<file path="config.mk">
export PLATFORM = sky130hd
export DESIGN_NAME = axil_arbiter_wr
export DESIGN_NICKNAME = d
export VERILOG_FILES = /design/src/rtl/axil_pkg.sv /design/src/rtl/axil_rr_arbiter.sv /design/src/rtl/axil_arbiter_wr.sv
export SDC_FILE = /design/constraint.sdc
export NUM_CORES = 1
export LEC_CHECK = 0
export ABC_CLOCK_PERIOD_IN_PS = 4500
export BUFFER_PORTS_ARGS = -buffer_cell sky130_fd_sc_hd__buf_2
export CAP_MARGIN = 20
export CORE_ASPECT_RATIO = 1.4
export CORE_MARGIN = 3
export CORE_UTILIZATION = 31
export DETAILED_ROUTE_END_ITERATION = 8
export SLEW_MARGIN = 20
export SYNTH_ARGS = -nofsm -noshare
export SYNTH_HDL_FRONTEND = slang
export SYNTH_SLANG_ARGS = --single-unit
</file>
<file path="constraint.sdc">
create_clock -name aclk -period 4.5 [get_ports aclk]
set_input_delay 0.225 -clock aclk [delete_from_list [all_inputs] [get_ports aclk]]
set_output_delay 0.225 -clock aclk [all_outputs]
set_load 0.005 [all_outputs]
</file>
<file path="src/rtl/axil_pkg.sv">
// Shared types and helpers for the AXI-Lite write-channel arbiter.
package axil_pkg;

  typedef enum logic [1:0] {
    ST_IDLE,
    ST_DATA,
    ST_RESP
  } axil_arb_state_t;

  // Index width for n items; a single item still gets one bit.
  function automatic int unsigned idx_w(input int unsigned n);
    return (n <= 1) ? 1 : $clog2(n);
  endfunction

endpackage

</file>
<file path="src/rtl/axil_rr_arbiter.sv">
// Round-robin picker for one slave: first requester at or after the pointer,
// with wrap-around. The pointer moves past the winner only when enabled.
module axil_rr_arbiter
  import axil_pkg::*;
#(
  parameter int NUMBER_MASTER = 2,
  localparam int RW = idx_w(NUMBER_MASTER)
) (
  input  logic                     clk,
  input  logic                     rst,
  input  logic [NUMBER_MASTER-1:0] req,
  input  logic                     en,
  output logic [NUMBER_MASTER-1:0] grant,
  output logic [RW-1:0]            rr
);

  logic          found;
  logic [RW-1:0] rr_nxt;
  int            idx;

  always_comb begin
    grant  = '0;
    found  = 1'b0;
    rr_nxt = rr;
    idx    = 0;
    for (int k = 0; k < NUMBER_MASTER; k++) begin
      idx = int'(rr) + k;
      if (idx >= NUMBER_MASTER) idx = idx - NUMBER_MASTER;
      if (!found && req[idx]) begin
        found      = 1'b1;
        grant[idx] = 1'b1;
        rr_nxt     = (idx + 1 == NUMBER_MASTER) ? '0 : RW'(idx + 1);
      end
    end
  end

  always_ff @(posedge clk) begin
    if (rst)             rr <= '0;
    else if (en && found) rr <= rr_nxt;
  end

endmodule

</file>
<file path="src/rtl/axil_arbiter_wr.sv">
// Write-channel arbiter: decodes awaddr per master, one round-robin arbiter and
// grant-holding FSM per slave. A grant lives from AW request through B handshake.
module axil_arbiter_wr
  import axil_pkg::*;
#(
  parameter int NUMBER_MASTER  = 2,
  parameter int NUMBER_SLAVE   = 4,
  parameter int AXI_ADDR_WIDTH = 8
) (
  input  logic                                         aclk,
  input  logic                                         areset,
  input  logic [NUMBER_MASTER-1:0][AXI_ADDR_WIDTH-1:0] m_axil_awaddr,
  input  logic [NUMBER_MASTER-1:0]                     m_axil_awvalid,
  input  logic [NUMBER_SLAVE-1:0]                      s_axil_awvalid,
  input  logic [NUMBER_SLAVE-1:0]                      s_axil_awready,
  input  logic [NUMBER_SLAVE-1:0]                      s_axil_wvalid,
  input  logic [NUMBER_SLAVE-1:0]                      s_axil_wready,
  input  logic [NUMBER_SLAVE-1:0]                      s_axil_bvalid,
  input  logic [NUMBER_SLAVE-1:0]                      s_axil_bready,
  output logic [NUMBER_SLAVE-1:0][NUMBER_MASTER-1:0]   grant_wr
);

  localparam int SW = idx_w(NUMBER_SLAVE);
  localparam int RW = idx_w(NUMBER_MASTER);

  logic [NUMBER_MASTER-1:0]                   busy;
  logic [NUMBER_SLAVE-1:0][NUMBER_MASTER-1:0] req;

  // A master holding any grant may not win a second slave until it is released.
  always_comb begin
    busy = '0;
    for (int s = 0; s < NUMBER_SLAVE; s++)
      for (int m = 0; m < NUMBER_MASTER; m++)
        busy[m] = busy[m] | grant_wr[s][m];
  end

  always_comb begin
    req = '0;
    for (int s = 0; s < NUMBER_SLAVE; s++)
      for (int m = 0; m < NUMBER_MASTER; m++)
        req[s][m] = m_axil_awvalid[m] && !busy[m] &&
                    (m_axil_awaddr[m][AXI_ADDR_WIDTH-1 -: SW] == SW'(s));
  end

  for (genvar s = 0; s < NUMBER_SLAVE; s++) begin : g_slave
    axil_arb_state_t          state, state_nxt;
    logic                     aw_done, w_done, aw_nxt, w_nxt;
    logic                     aw_hs, w_hs, b_hs;
    logic [NUMBER_MASTER-1:0] gnt_q, gnt_nxt, arb_gnt;
    logic [RW-1:0]            rr;
    logic                     arb_en;

    assign aw_hs  = s_axil_awvalid[s] & s_axil_awready[s];
    assign w_hs   = s_axil_wvalid[s]  & s_axil_wready[s];
    assign b_hs   = s_axil_bvalid[s]  & s_axil_bready[s];
    assign arb_en = (state == ST_IDLE);

    axil_rr_arbiter #(.NUMBER_MASTER(NUMBER_MASTER)) u_rr (
      .clk   (aclk),
      .rst   (areset),
      .req   (req[s]),
      .en    (arb_en),
      .grant (arb_gnt),
      .rr    (rr)
    );

    always_comb begin
      state_nxt = state;
      gnt_nxt   = gnt_q;
      aw_nxt    = aw_done;
      w_nxt     = w_done;
      case (state)
        ST_IDLE: begin
          gnt_nxt = '0;
          if (|req[s]) begin
            gnt_nxt   = arb_gnt;
            aw_nxt    = 1'b0;
            w_nxt     = 1'b0;
            state_nxt = ST_DATA;
          end
        end
        ST_DATA: begin
          // AW and W may complete in either order or together; B here is ignored.
          aw_nxt = aw_done | aw_hs;
          w_nxt  = w_done  | w_hs;
          if (aw_nxt && w_nxt) state_nxt = ST_RESP;
        end
        ST_RESP: begin
          if (b_hs) begin
            gnt_nxt   = '0;
            state_nxt = ST_IDLE;
          end
        end
        default: begin
          gnt_nxt   = '0;
          state_nxt = ST_IDLE;
        end
      endcase
    end

    always_ff @(posedge aclk) begin
      if (areset) begin
        state   <= ST_IDLE;
        gnt_q   <= '0;
        aw_done <= 1'b0;
        w_done  <= 1'b0;
      end else begin
        state   <= state_nxt;
        gnt_q   <= gnt_nxt;
        aw_done <= aw_nxt;
        w_done  <= w_nxt;
      end
    end

    assign grant_wr[s] = gnt_q;
  end

endmodule

</file>
==> impl_metrics.env <==
export IMPL_num_vias=1234
export IMPL_io_pins=52
export IMPL_pre_cts_ws_ps=2848
export IMPL_netlist_area_um2=1343
export IMPL_multiInputGateArea_um2=767.0
export IMPL_cpPeakStageDelay_ps=450
export IMPL_synth_top_area_frac=0.4175
export IMPL_crit_path_end_kind="flip-flop"
export IMPL_final_setup_viol_count=0
export IMPL_drtIter0Drc=50
export IMPL_fin_setup_tns_ps=0
export IMPL_ys_ff_latch=28
export IMPL_synthMuxAreaShare=0
export IMPL_cts_made_buffers=3
export IMPL_vias_per_cell=5.436
export IMPL_clk_latency_ps=270
export IMPL_holdWs_ps=264.3
export IMPL_fmax_mhz=597.4
export IMPL_clock_path_buffers=2
export IMPL_synth_simple_area_share=0.2936
export IMPL_fin_util=0.4043
export IMPL_layout_common_cells="buf_2 (39), dfxtp_1 (28), a21oi_1 (18), nor3_1 (11), nor2_1 (9)"
export IMPL_syn_area_per_cell_um2=9.388
export IMPL_grt_overflow=0
export IMPL_layout_commonest_cell="buf_2"
export IMPL_clock_skew_final_ps=2.373
export IMPL_routedWlPerCell_um=13.10
export IMPL_area_growth_pct=22.09
export IMPL_finalHoldViolCount=0
export IMPL_drv_cap=0
export IMPL_arrival_ps=1860
export IMPL_irDropWorstVdd_mv=0.1502
export IMPL_path_delay_family="simple AND/OR/NAND/NOR gates"
export IMPL_crit_path_max_fanout=5
export IMPL_cts_sinks=28
export IMPL_synth_fa_ha_area_frac=0
export IMPL_path_buf_inv=0
export IMPL_yosys_warnings=0
export IMPL_cts_tree="done"
export IMPL_nFillCells=411
export IMPL_cts_setup_buffers=0
export IMPL_grt_use_total=0.1228
export IMPL_ctsHoldBuffers=0
export IMPL_max_slew_margin=0.6867
export IMPL_fin_crit_ps=1674
export IMPL_firstDrtPassIters=4
export IMPL_start_kind="flip-flop"
export IMPL_initial_core_util=0.3312
export IMPL_power_mw=0.5280
export IMPL_seqCellArea_um2=560.5
export IMPL_fin_area_um2=1639
export IMPL_dpl_cell_area_um2=1584
export IMPL_synth_cell_types=32
export IMPL_cts_resized=0
export IMPL_status="complete, no violations"
export IMPL_drc_errors=0
export IMPL_worst_pin_slew_ps=469.9
export IMPL_power_per_cell_area_nw_per_um2=322.1
export IMPL_netlist_top_cells_area="dfxtp_1 (42%), a21oi_1 (6.7%), a32o_1 (6.0%)"
export IMPL_die_w_um=61.62
export IMPL_wirelength_um=2973
export IMPL_place_congestion=0.7974
export IMPL_synth_top_family_by_area="simple AND/OR/NAND/NOR gates"
export IMPL_cts_root_buffer="clkbuf_8"
export IMPL_cpMaxStageDelayCell="or3_4"
export IMPL_synth_xor_area_share=0
export IMPL_dieArea_um2=5168
export IMPL_path_cells="or3_4 -> nor4_2 -> a21oi_1 -> a311oi_2"
export IMPL_final_layout_size_suffix_gt1_frac=0.2935
export IMPL_core_area_um2=4054
export IMPL_hp_class="in -> reg"
export IMPL_clkTransAtPathRegs_ps=90
export IMPL_setup_slack_ps=2826
export IMPL_grt_pass1_wl_um=5106
export IMPL_yosysSeqAreaShare=0.4175
export IMPL_syn_num_nets=187
export IMPL_n_antenna_cell=0
export IMPL_rows=27
export IMPL_rsz0062_at_grt="no"
export IMPL_required_ps=4680
export IMPL_p_leak_nw=0.6152
export IMPL_grt_max_degree=25
export IMPL_fin_cells=227
export IMPL_dp_cells=223
export IMPL_dieHeight_um=83.87
export IMPL_place_hpwl_um=2346
export IMPL_nets=229
export IMPL_crit_type="reg -> reg"
export IMPL_yosys_area_top_type="dfxtp_1"
export IMPL_antenna_found_initial=0
export IMPL_synth_compound_area_frac=0.2777
export IMPL_port_buffers=39
export IMPL_syn_instance_count=143
export IMPL_first_global_vias=1246
export IMPL_post_route_period_util=0.3720
export IMPL_h_tree_depth=1
export IMPL_ant_nets=0
export IMPL_maxSlewViolCount=0
-- area by class of cell --
| type | instances | share of cell area |
|---|---|---|
| Tap cell | 43 | 0.03282 |
| Sequential cell | 28 | 0.3420 |
| Inverter | 2 | 0.004580 |
| Timing Repair Buffer | 39 | 0.1191 |
| Multi-Input combinational cell | 111 | 0.4679 |
| Clock buffer | 4 | 0.03359 |
-- synthesized netlist by cell type (all sizes together) --
library cell / n
nor2b: 8
or3: 1
nor2: 9
a31oi: 7
nand2: 8
a32o: 8
nor4: 4
dfxtp: 28
inv: 2
or4b: 1
a2111oi: 3
buf: 1
and2: 2
nand3b: 2
nor3: 13
a21oi: 18
clkbuf: 1
o21a: 5
o2bb2ai: 1
o21ba: 1
a211oi: 1
o21ai: 3
and3: 2
nand2b: 7
or2: 1
and4: 2
a311oi: 4
-- flip-flops by register name, summed over array words and instances, names as in the netlist --
signal	flops
g_slave.state	8
g_slave.gnt_q	8
g_slave.w_done	4
g_slave.aw_done	4
g_slave.u_rr.rr	4
-- metal layers --
layer / share of wire / track usage / up-vias
li1: - / - / 636
met1: 0.43 / 0.1454 / 578
met2: 0.53 / 0.2231 / 20
met3: 0.034 / 0.01858 / 0
met4: 0 / 0.02317 / 0
met5: 0 / 0 / -
-- final timing paths --
path,from,endpoint,slack [ps],depth (start not counted)
hold reg to reg,g_slave[0].u_rr.rr,g_slave[0].u_rr.rr,500,1
setup / recovery,g_slave[2].gnt_q[0],g_slave[3].u_rr.rr,2830,4
hold / removal,s_axil_wready[2],g_slave[2].w_done,260,3
setup reg to reg,g_slave[2].gnt_q[0],g_slave[3].u_rr.rr,2830,4
-- worst min-delay path, cell delays in order --
cell and delay, ps:
buf_2 90, a31oi_1 70, nor3_1 110
-- power breakdown --
part	total, mW	leakage, nW	internal, mW	switching [mW]
sequential	0.279	0.228	0.262	0.0169
combinational	0.0965	0.359	0.0458	0.0507
clock	0.152	0.0288	0.0782	0.0741
total	0.528	0.615	0.386	0.142
-- kinds of logic (layout without fill, tap and decap cells) --
group	after synthesis	after routing
buffers and inverters	4	45
flip-flops	28	28
AND/OR/NAND/NOR	60	60
AO/OA/AOI/OAI	51	51
Power figures use the tool's default switching activity.
